## config.mk

```make
export PLATFORM = sky130hd
export DESIGN_NAME = pc_fetch_unit
export DESIGN_NICKNAME = d
export VERILOG_FILES = /design/src/rtl/riscv_fetch_pkg.sv /design/src/rtl/fetch_hold_buffer.sv /design/src/rtl/pc_fetch_unit.sv
export SDC_FILE = /design/constraint.sdc
export NUM_CORES = 1
export LEC_CHECK = 0
export BUFFER_PORTS_ARGS = -buffer_cell sky130_fd_sc_hd__buf_2
export CAP_MARGIN = 20
export CORE_AREA = 5 5 150 152
export CTS_CLUSTER_SIZE = 30
export DETAILED_ROUTE_END_ITERATION = 16
export DIE_AREA = 0 0 155 157
export GPL_TIMING_DRIVEN = 0
export PLACE_DENSITY = 0.59
export REMOVE_ABC_BUFFERS = 1
export SETUP_SLACK_MARGIN = 0.4
export SLEW_MARGIN = 15
export SYNTH_ARGS = -nofsm -noshare
export SYNTH_HDL_FRONTEND = slang
export SYNTH_SLANG_ARGS = --single-unit
```

## constraint.sdc

```tcl
create_clock -name clk -period 4.4 [get_ports clk]
set_input_delay 0.44 -clock clk [delete_from_list [all_inputs] [get_ports clk]]
set_output_delay 0.44 -clock clk [all_outputs]
set_load 0.03 [all_outputs]
```

## src/rtl/riscv_fetch_pkg.sv

```systemverilog
// Shared definitions for the instruction fetch unit.
//   fetch_state_e        : FSM state encodings driven out on pc_fetch_unit.state
//   CAUSE_*              : fault_cause codes
//   DEFAULT_RESET_VECTOR : first fetch byte address after reset
//   DEFAULT_TEXT_LIMIT   : highest legal fetch byte address (1024 words)
//   target_check()       : classifies a redirect target as legal, misaligned or out of range
package riscv_fetch_pkg;

    localparam int INSTR_W = 32;

    typedef enum logic [1:0] {
        ST_RUN   = 2'b00,
        ST_HALT  = 2'b01,
        ST_FAULT = 2'b10
    } fetch_state_e;

    localparam logic [1:0] CAUSE_NONE       = 2'b00;
    localparam logic [1:0] CAUSE_MISALIGNED = 2'b01;
    localparam logic [1:0] CAUSE_RANGE      = 2'b10;

    localparam logic [31:0] DEFAULT_RESET_VECTOR = 32'h0000_0000;
    localparam logic [31:0] DEFAULT_TEXT_LIMIT   = 32'h0000_0FFC;

    // Misalignment is reported ahead of range so a target that is both
    // gets the more specific diagnosis.
    function automatic logic [1:0] target_check(input logic [31:0] target,
                                                input logic [31:0] limit);
        logic [1:0] cause;
        cause = CAUSE_NONE;
        if (target[1:0] != 2'b00) begin
            cause = CAUSE_MISALIGNED;
        end else if (target > limit) begin
            cause = CAUSE_RANGE;
        end
        return cause;
    endfunction

endpackage

```

## src/rtl/fetch_hold_buffer.sv

```systemverilog
// Instruction hold register for downstream stalls.
// Memory keeps reading the (unchanged) PC during a stall, so its read data
// moves on to the next word; this buffer freezes the word decode is looking at.
//   clk, rst    : clock, synchronous active-high reset
//   capture     : stall edge - latch the current instr_out and raise the hold flag
//   instr_in    : registered read data from instruction memory
//   instr_out   : held word while the flag is set, otherwise instr_in
//   hold_active : hold flag
module fetch_hold_buffer
    import riscv_fetch_pkg::*;
(
    input  logic               clk,
    input  logic               rst,
    input  logic               capture,
    input  logic [INSTR_W-1:0] instr_in,
    output logic [INSTR_W-1:0] instr_out,
    output logic               hold_active
);

    logic [INSTR_W-1:0] hold_data_reg;
    logic               hold_flag_reg;

    assign instr_out   = hold_flag_reg ? hold_data_reg : instr_in;
    assign hold_active = hold_flag_reg;

    // Re-capturing instr_out on every stalled edge is harmless: once the flag
    // is up instr_out already is the held word.
    always_ff @(posedge clk) begin
        if (rst) begin
            hold_data_reg <= '0;
            hold_flag_reg <= 1'b0;
        end else begin
            hold_flag_reg <= capture;
            if (capture) begin
                hold_data_reg <= instr_out;
            end
        end
    end

endmodule

```

## src/rtl/pc_fetch_unit.sv

```systemverilog
// Program counter and instruction fetch sequencer (RUN / HALT / FAULT).
//   clk, rst            : clock, synchronous active-high reset
//   stall               : downstream hold request
//   redirect_valid/target : taken branch/jump and its byte address
//   halt_req            : stop fetching
//   instr_in            : registered instruction memory read data (1-cycle latency)
//   PC_out_address      : fetch address, live when fetch_req=1
//   instr_out/instr_pc/instr_valid : instruction to decode, its address, qualifier
//   pc_plus4            : instr_pc + 4 for link writeback
//   fault/fault_cause   : sticky fetch fault and its reason
//   state               : current FSM encoding
module pc_fetch_unit
    import riscv_fetch_pkg::*;
#(
    parameter logic [31:0] RESET_VECTOR = DEFAULT_RESET_VECTOR,
    parameter logic [31:0] TEXT_LIMIT   = DEFAULT_TEXT_LIMIT
) (
    input  logic        clk,
    input  logic        rst,
    input  logic        stall,
    input  logic        redirect_valid,
    input  logic [31:0] redirect_target,
    input  logic        halt_req,
    input  logic [31:0] instr_in,
    output logic [31:0] PC_out_address,
    output logic        fetch_req,
    output logic [31:0] instr_out,
    output logic [31:0] instr_pc,
    output logic        instr_valid,
    output logic [31:0] pc_plus4,
    output logic        fault,
    output logic [1:0]  fault_cause,
    output logic [1:0]  state
);

    fetch_state_e state_reg, state_next;
    logic [31:0]  pc_reg, pc_next;
    logic [31:0]  instr_pc_reg, instr_pc_next;
    logic         instr_valid_reg, instr_valid_next;
    logic         fault_reg, fault_next;
    logic [1:0]   fault_cause_reg, fault_cause_next;
    logic         hold_capture;
    logic         hold_active;
    logic [32:0]  seq_sum;
    logic [1:0]   target_code;
    logic [1:0]   seq_code;

    fetch_hold_buffer u_hold (
        .clk         (clk),
        .rst         (rst),
        .capture     (hold_capture),
        .instr_in    (instr_in),
        .instr_out   (instr_out),
        .hold_active (hold_active)
    );

    assign PC_out_address = pc_reg;
    assign fetch_req      = (state_reg == ST_RUN) && !rst;
    assign instr_pc       = instr_pc_reg;
    assign instr_valid    = instr_valid_reg;
    assign pc_plus4       = instr_pc_reg + 32'd4;
    assign fault          = fault_reg;
    assign fault_cause    = fault_cause_reg;
    assign state          = state_reg;

    always_comb begin
        state_next       = state_reg;
        pc_next          = pc_reg;
        instr_pc_next    = instr_pc_reg;
        instr_valid_next = instr_valid_reg;
        fault_next       = fault_reg;
        fault_cause_next = fault_cause_reg;
        hold_capture     = 1'b0;

        // The carry bit catches wrap past 2^32 as out of range.
        seq_sum     = {1'b0, pc_reg} + 33'd4;
        seq_code    = (seq_sum[32] || (seq_sum[31:0] > TEXT_LIMIT)) ? CAUSE_RANGE : CAUSE_NONE;
        target_code = target_check(redirect_target, TEXT_LIMIT);

        case (state_reg)
            ST_RUN, ST_HALT: begin
                if (redirect_valid) begin
                    if (target_code != CAUSE_NONE) begin
                        state_next       = ST_FAULT;
                        fault_next       = 1'b1;
                        fault_cause_next = target_code;
                        instr_valid_next = 1'b0;
                    end else begin
                        // The word already in flight belongs to the old path.
                        state_next       = ST_RUN;
                        pc_next          = redirect_target;
                        instr_valid_next = 1'b0;
                    end
                end else if (state_reg == ST_RUN) begin
                    if (halt_req) begin
                        state_next       = ST_HALT;
                        instr_valid_next = 1'b0;
                    end else if (stall) begin
                        hold_capture = 1'b1;
                    end else if (seq_code != CAUSE_NONE) begin
                        state_next       = ST_FAULT;
                        fault_next       = 1'b1;
                        fault_cause_next = seq_code;
                        instr_valid_next = 1'b0;
                    end else begin
                        pc_next          = seq_sum[31:0];
                        instr_pc_next    = pc_reg;
                        instr_valid_next = 1'b1;
                    end
                end
            end
            ST_FAULT: begin
                // Only reset leaves FAULT.
            end
            default: begin
                state_next = ST_FAULT;
            end
        endcase
    end

    always_ff @(posedge clk) begin
        if (rst) begin
            state_reg       <= ST_RUN;
            pc_reg          <= RESET_VECTOR;
            instr_pc_reg    <= '0;
            instr_valid_reg <= 1'b0;
            fault_reg       <= 1'b0;
            fault_cause_reg <= CAUSE_NONE;
        end else begin
            state_reg       <= state_next;
            pc_reg          <= pc_next;
            instr_pc_reg    <= instr_pc_next;
            instr_valid_reg <= instr_valid_next;
            fault_reg       <= fault_next;
            fault_cause_reg <= fault_cause_next;
        end
    end

endmodule

```

==> reports/results.txt, run 1 <==
Crit path DAT -> 3.93 ns
ANT nets after route -> 0
CTS H-tree lvls -> 3
Worst-Margin Slew -> 0.821 ns
RSZ-0062 raised after global routing -> no
CTS root buffer -> clkbuf_16
Crit Path Max Fanout -> 30
Fin crit share -> 82.7%
Final count of pins violating max slew -> 0
CP endpoint kind -> register
# port buffers -> 203
Seq/Total Area, Yosys -> 38.7%
Cell count after synthesis -> 594
CP required -> 4.69 ns
Post-Synthesis Cell Area -> 5320 um^2
Hold depth -> 3
First-pass GRT wire length -> 25.6 mm
Pin count of the biggest net entering global routing -> 52
Remaining DRCs -> 0
Distinct cells, synth -> 59
Avg Cell Area, Syn -> 8.96 um^2
R2R Setup Slk -> 0.76 ns
Fin nets -> 848
EDFF count, synth -> 0
Leak -> 3.12 nW
Number of fill cells in the layout -> 2206
Die area -> 24300 um^2
Initial Util -> 25.5%
Hold Crit Endpoint -> state[0]
Slew HR -> 45.1%
Reg area -> 2060 um^2
DRT Wirelength -> 16.7 mm
FF-to-FF End -> PC_out_address[12]
Final Util -> 32.8%
Worst setup SP type -> register
Run status -> finished, final reports clean
DR pass1 iterations -> 5
Clock latency on the worst-skew pair -> 0.35 ns
Worst Hold Launch -> halt_req
Final TNS setup -> 0 ns
Post-DP HPWL -> 12.3 mm
CTS tree -> yes
Most frequent cell after synthesis -> dfxtp_1
Max VDD drop -> 0.180 mV
Fin. Hold Viols -> 0
Multi-input logic area -> 3030 um^2
P per Cell Area -> 295 nW/um^2
R2R depth -> 9
Initial antenna violation count -> 2
I/O pin total -> 204
Placer Congestion -> 0.813
DR vias/cell -> 4.78
Row cnt -> 53
Flops & latches, synth -> 103
Synth top area share -> 38.7%
Area Growth Syn to Fin -> 28.9%
R2R Path Start -> PC_out_address[3]
Synth top area cells -> dfxtp_1 39%, mux2i_1 7.7%, mux2_2 7.0%
Die H -> 157 um
Clock transition at the registers of the reported paths -> 0.07 ns
Clock Path Buffers -> 2
CTS buffer count -> 9
Drt wl/cell -> 15.8 um
Cell taking the most area after synthesis -> dfxtp_1
Most frequent cells after synthesis -> 103 x dfxtp_1, 61 x nor2_1, 50 x and3_1
Initial DRC count -> 323
Async S/R FF share, synth -> 0%
Vias in the first global route -> 4649
CTS sink cnt -> 103
Core area -> 20900 um^2
Final setup viols -> 0
Warnings from Yosys -> 0
GRT overflow -> 0
Vias -> 5052
Worst hold path class -> input port to register
Die width -> 155 um
Tmin final -> 3.64 ns
Peak Freq -> 275 MHz
Max_cap viols -> 0
All-Layer GR Usage -> 13.1%
Clk_skew -> 0.0101 ns
Crit Path Class -> register to register
Share of cells above drive strength 1 -> 35.6%
Total Power -> 0.00202 W
Most used DFF post-synth -> dfxtp_1
Postcts setup bufs -> 0
[critical path: stages (launching register included)]
cell       delay, ns
dfxtp_1         0.53
ha_1            0.37
and4_1          0.38
nand2_2         0.17
a2111oi_0       0.37
o22ai_1         0.14
a31o_2          0.31
and3_1          0.32
a21oi_4         0.71
and3_1          0.25
[metrics by stage]
step	setup slack, ns	instances	cell area, um^2	hold WS, ns
global placement	0.600	1036	6490	0.433
detailed placement	0.726	1039	6540	0.439
finish	0.763	1057	6860	0.387
floorplan	1.27	558	5130	0.454
CTS	0.699	1054	6820	0.371
global route	0.497	1056	6860	0.422
[cell usage in the layout (no fill, tap or decap), types with 4 or more instances in the layout]
cell | netlist | final
nor2_1 | 61 | 61
xnor2_1 | 26 | 26
nand2_1 | 46 | 46
dfxtp_1 | 103 | 102
and3_1 | 50 | 49
xor2_1 | 11 | 11
buf_2 | 1 | 203
nor3_1 | 13 | 13
a21oi_1 | 24 | 24
and4_1 | 5 | 5
nor4_1 | 7 | 7
mux2_2 | 33 | 33
mux2i_1 | 41 | 41
inv_1 | 13 | 12
o21ai_0 | 16 | 15
o31ai_1 | 9 | 9
nand4_1 | 12 | 12
nand3_1 | 26 | 26
and2_1 | 6 | 6
clkbuf_16 | 0 | 9
or3_1 | 4 | 4
[worst max path at each step]
stage,start,end,slack [ns],depth (start not counted)
2_1_floorplan,PC_out_address[3],instr_pc[13],1.27,9
3_3_place_gp,redirect_valid,PC_out_address[3],0.60,5
3_5_place_dp,PC_out_address[3],instr_pc[25],0.73,9
4_1_cts,PC_out_address[3],instr_pc[14],0.70,9
5_1_grt,PC_out_address[3],PC_out_address[8],0.50,9
6_report,PC_out_address[3],PC_out_address[12],0.76,9
[timing repair]
item / in CTS / in global routing
endpoints found under the hold margin: 0 / 0
resized for setup: 0 / 1
endpoints found under the setup margin: 0 / 12
hold buffers: 0 / 0
[cell type report]
cell class                 instances  area share (%)
multi-input combinational        442            44.1
sequential                       103            30.1
timing repair buffer             207            15.9
tap                              275            5.01
clock buffer                       9            3.28
clock inverter                     6           0.802
inverter                          13           0.711
antenna                            2          0.0729
[where the power goes]
part           leakage (nW)  total [W]  switching [W]  internal [W]
clock                 0.132   0.000776       0.000385      0.000391
combinational          2.16   0.000274       0.000175     0.0000987
sequential            0.834   0.000972      0.0000218      0.000950
[cell families (layout without fill, tap and decap cells)]
group	after synthesis	count (layout)	share of synthesized area, %
adders and majority gates	3	3	0.705
xor gates and xnor gates	37	37	6.09
AOI/OAI and AO/OA	80	80	10.8
muxes	74	74	14.7
buffers and inverters	49	235	4.47
DFF	103	103	38.7
and+or+nand+nor	248	248	24.5
other	0	2	0
[routing by layer]
layer	global-route usage, %	wire length [um]
met1	17.6	7600
met2	21.1	7680
met3	2.80	1150
met4	4.16	240
met5	0	13
(Power assumes the default switching activity.)
==> run 2: changes to the inputs <==
Settings changed: ABC_AREA set to 1, CORE_AREA 5 5 150 152 to 5 5 156 158, DIE_AREA 0 0 155 157 to 0 0 161 163.
Clock period 4.4 ns to 3.7 ns, I/O delays scaled along.
==> reports/results.txt, run 2 <==
Final TNS setup -> 0 ns (unchanged)
Switching Fraction -> 35.5% (+6.7 points)
Die area -> 26200 um^2 (+7.8%)
R2R depth -> 16 (+7)
GRT overflow -> 0 (unchanged)
FF-to-FF End -> PC_out_address[26]
Post-Synthesis Cell Area -> 5810 um^2 (+9.1%)
Final cell count without fillers -> 1408 (+33%)
Crit Path Class -> register to output port
Slowest CP cell -> dfxtp_2
RSZ-0062 raised after global routing -> no
CP required -> 3.33 ns (-1.36 ns)
Worst hold path class -> input port to register
Cell taking the most area after synthesis -> dfxtp_1
WHS -> 0.307 ns (-0.0800 ns)
Placer Congestion -> 0.839 (+3.2%)
CTS buffer count -> 9 (unchanged)
Slowest stage delay, CP -> 0.36 ns (-0.35 ns)
Fin. Hold Viols -> 0 (unchanged)
Max_cap viols -> 0 (unchanged)
Pin count of the biggest net entering global routing -> 52 (unchanged)
Clock latency on the worst-skew pair -> 0.35 ns (about the same)
Vias -> 6265 (+24%)
Flops & latches, synth -> 103 (unchanged)
Avg Cell Area, Syn -> 6.26 um^2 (-30%)
Fin crit share -> 84.3%
Drt wl/cell -> 13.4 um (-15%)
DRT Wirelength -> 18.8 mm (+13%)
P per Cell Area -> 408 nW/um^2 (+38%)
All-Layer GR Usage -> 13.7% (+0.56 points)
CTS sink cnt -> 103 (unchanged)
Area Growth Syn to Fin -> 29.9%
Peak Freq -> 321 MHz
Clock power share -> 32.4% (-6.0 points)
ANT cells -> 0 (-2)
Share of cells above drive strength 1 -> 23.4% (-12 points)
I/O pin total -> 204 (unchanged)
ANT nets after route -> 0 (unchanged)
Int Pwr -> 0.00198 W (+38%)
Most frequent cells in the layout -> 211 x nand2_1, 202 x buf_2, 166 x nor2_1, 125 x inv_1, 98 x dfxtp_1
Worst setup SP type -> register
Clock transition at the registers of the reported paths -> 0.07 ns (about the same)
Die width -> 161 um (+3.9%)
Row cnt -> 56 (+5.7%)
Run status -> finished, final reports clean
Synth top area share -> 35.5% (-3.2 points)
Max VDD drop -> 0.167 mV (-7.5%)
Tmin final -> 3.12 ns
Final count of pins violating max slew -> 0 (unchanged)
Total Power -> 0.00308 W (+52%)
Initial antenna violation count -> 0 (-2)
Clk_skew -> 0.00572 ns (-0.00439 ns)
Hold Crit Endpoint -> state[0]
Seq/Total Area, Yosys -> 35.5% (-3.2 points)
Most frequent cells after synthesis -> 212 x nand2_1, 170 x nor2_1, 126 x inv_1
Clock Path Buffers -> 2 (unchanged)
Final setup viols -> 0 (unchanged)
NetSw -> 0.00109 W (+88%)
Core area -> 23000 um^2 (+10%)
Warnings from Yosys -> 0 (unchanged)
CP Cell Sequence -> ha_2, nand3_2, nor2_4, nand2_1, nor2_4, nand3_1, nor3_2, nand4_1, nor3_2, nand4_1, xor2_1, buf_4
Crit Path Max Fanout -> 3 (-90%)
EDFF count, synth -> 0 (unchanged)
Most frequent cell after synthesis -> nand2_1
# port buffers -> 203 (unchanged)
Placed cell count -> 1387 (+33%)
Initial DRC count -> 392 (+21%)
Worst Hold Launch -> halt_req
Final Util -> 32.8% (about the same)
Slew HR -> 33.7% (-11 points)
Worst-Margin Slew -> 0.993 ns (+0.172 ns)
CTS root buffer -> clkbuf_16
R2R Path Start -> PC_out_address[2]
Remaining DRCs -> 0 (unchanged)
Initial Util -> 25.3% (-0.20 points)
Sequential share of power -> 41.8% (-6.3 points)
Hold depth -> 3 (unchanged)
Vias in the first global route -> 5839 (+26%)
Die H -> 163 um (+3.8%)
Leak -> 3.59 nW (+15%)
Comb pwr share -> 25.8% (+12 points)
Crit path DAT -> 2.75 ns (-1.18 ns)
Most used DFF post-synth -> dfxtp_1
Cell count after synthesis -> 928 (+56%)
Fin nets -> 1186 (+40%)
First-pass GRT wire length -> 29.3 mm (+14%)
DR pass1 iterations -> 5 (unchanged)
CTS tree -> yes
Commonest non-fill, non-tap cell in the layout -> nand2_1
Synth top area cells -> dfxtp_1 35%, nand2_1 14%, nor2_1 11%
DR vias/cell -> 4.45 (-6.9%)
Post-DP HPWL -> 14.1 mm (+15%)
Number of fill cells in the layout -> 2572 (+17%)
CTS H-tree lvls -> 3 (unchanged)
R2R Setup Slk -> 0.69 ns (-0.07 ns)
CP endpoint kind -> output port
Async S/R FF share, synth -> 0% (unchanged)
Distinct cells, synth -> 29 (-51%)
[run 2: changes by cell type after synthesis, moves of 33 or more]
| cell | before | now |
|---|---|---|
| mux2_2 | 33 | 0 |
| mux2i_1 | 41 | 0 |
| nor2_1 | 61 | 170 |
| inv_1 | 13 | 126 |
| nand2_1 | 46 | 212 |
| a21oi_1 | 24 | 77 |
| and3_1 | 50 | 0 |
[run 2: logic make-up after synthesis]
group / after synthesis / synth area share, %
DFF: 103 / 35.5
AOI/OAI and AO/OA: 124 / 10.9
and+or+nand+nor: 502 / 36.7
xor gates and xnor gates: 32 / 4.82
buffers and inverters: 164 / 11.4
adders and majority gates: 3 / 0.646
[run 2: worst max-delay path, delay by kind of cell, from the launching register on]
family	cells	cell delay (ns)
xor+xnor	1	0.21
flops	1	0.36
fa+ha+maj	1	0.22
simple gates	9	1.41
buf+inv	1	0.19
[run 2: worst max path at each step]
stage                            from            endpoint  slack [ns]
detailed placement  PC_out_address[2]        instr_pc[18]        0.06
global route        PC_out_address[2]  PC_out_address[29]        0.36
finish                    instr_pc[3]        pc_plus4[28]        0.58
CTS                       instr_pc[3]        pc_plus4[28]        0.26
floorplan                 instr_pc[2]        pc_plus4[29]        0.65
global placement    PC_out_address[3]        instr_pc[14]        0.05
[run 2: power groups by stage]
stage / sequential, W / clock, W / combinational (W)
after floorplan: 0.00140 / 0 / 0.000402
after global placement: 0.00131 / 0 / 0.000742
after detailed placement: 0.00131 / 0 / 0.000755
after CTS: 0.00129 / 0.00105 / 0.000764
after global routing: 0.00130 / 0.00108 / 0.000878
final: 0.00129 / 0.000996 / 0.000793
[run 2: metrics by stage]
step           setup slack [ns]  area (um^2)
3_5_place_dp             0.0646         7070
2_1_floorplan             0.653         5630
6_report                  0.581         7540
4_1_cts                   0.258         7400
3_3_place_gp             0.0508         7010
5_1_grt                   0.362         7540
[run 2: per-layer routing]
metal | wire length [um] | vias to the layer above | GRT usage (%)
met5 | 0 | - | 0
met1 | 8620 | 2801 | 17.9
met4 | 240 | 0 | 4.11
li1 | - | 3293 | -
met2 | 8940 | 157 | 22.8
met3 | 1040 | 14 | 2.71
[run 2: final cells by class]
type | count | area (um^2) | share of cell area (%)
Clock buffer | 12 | 256 | 3.40
Clock inverter | 3 | 42.5 | 0.564
Inverter | 127 | 484 | 6.42
Multi-Input combinational cell | 662 | 3200 | 42.4
Sequential cell | 103 | 2070 | 27.4
Tap cell | 290 | 363 | 4.81
Timing Repair Buffer | 211 | 1130 | 15.0
[run 2: timing repair]
item | in CTS | in global routing
hold buffers | 0 | 0
pin swaps | 0 | 7
buffers inserted | 0 | 5
setup endpoints to repair | 32 | 67
resized for setup | 9 | 21
cloned | 0 | 1
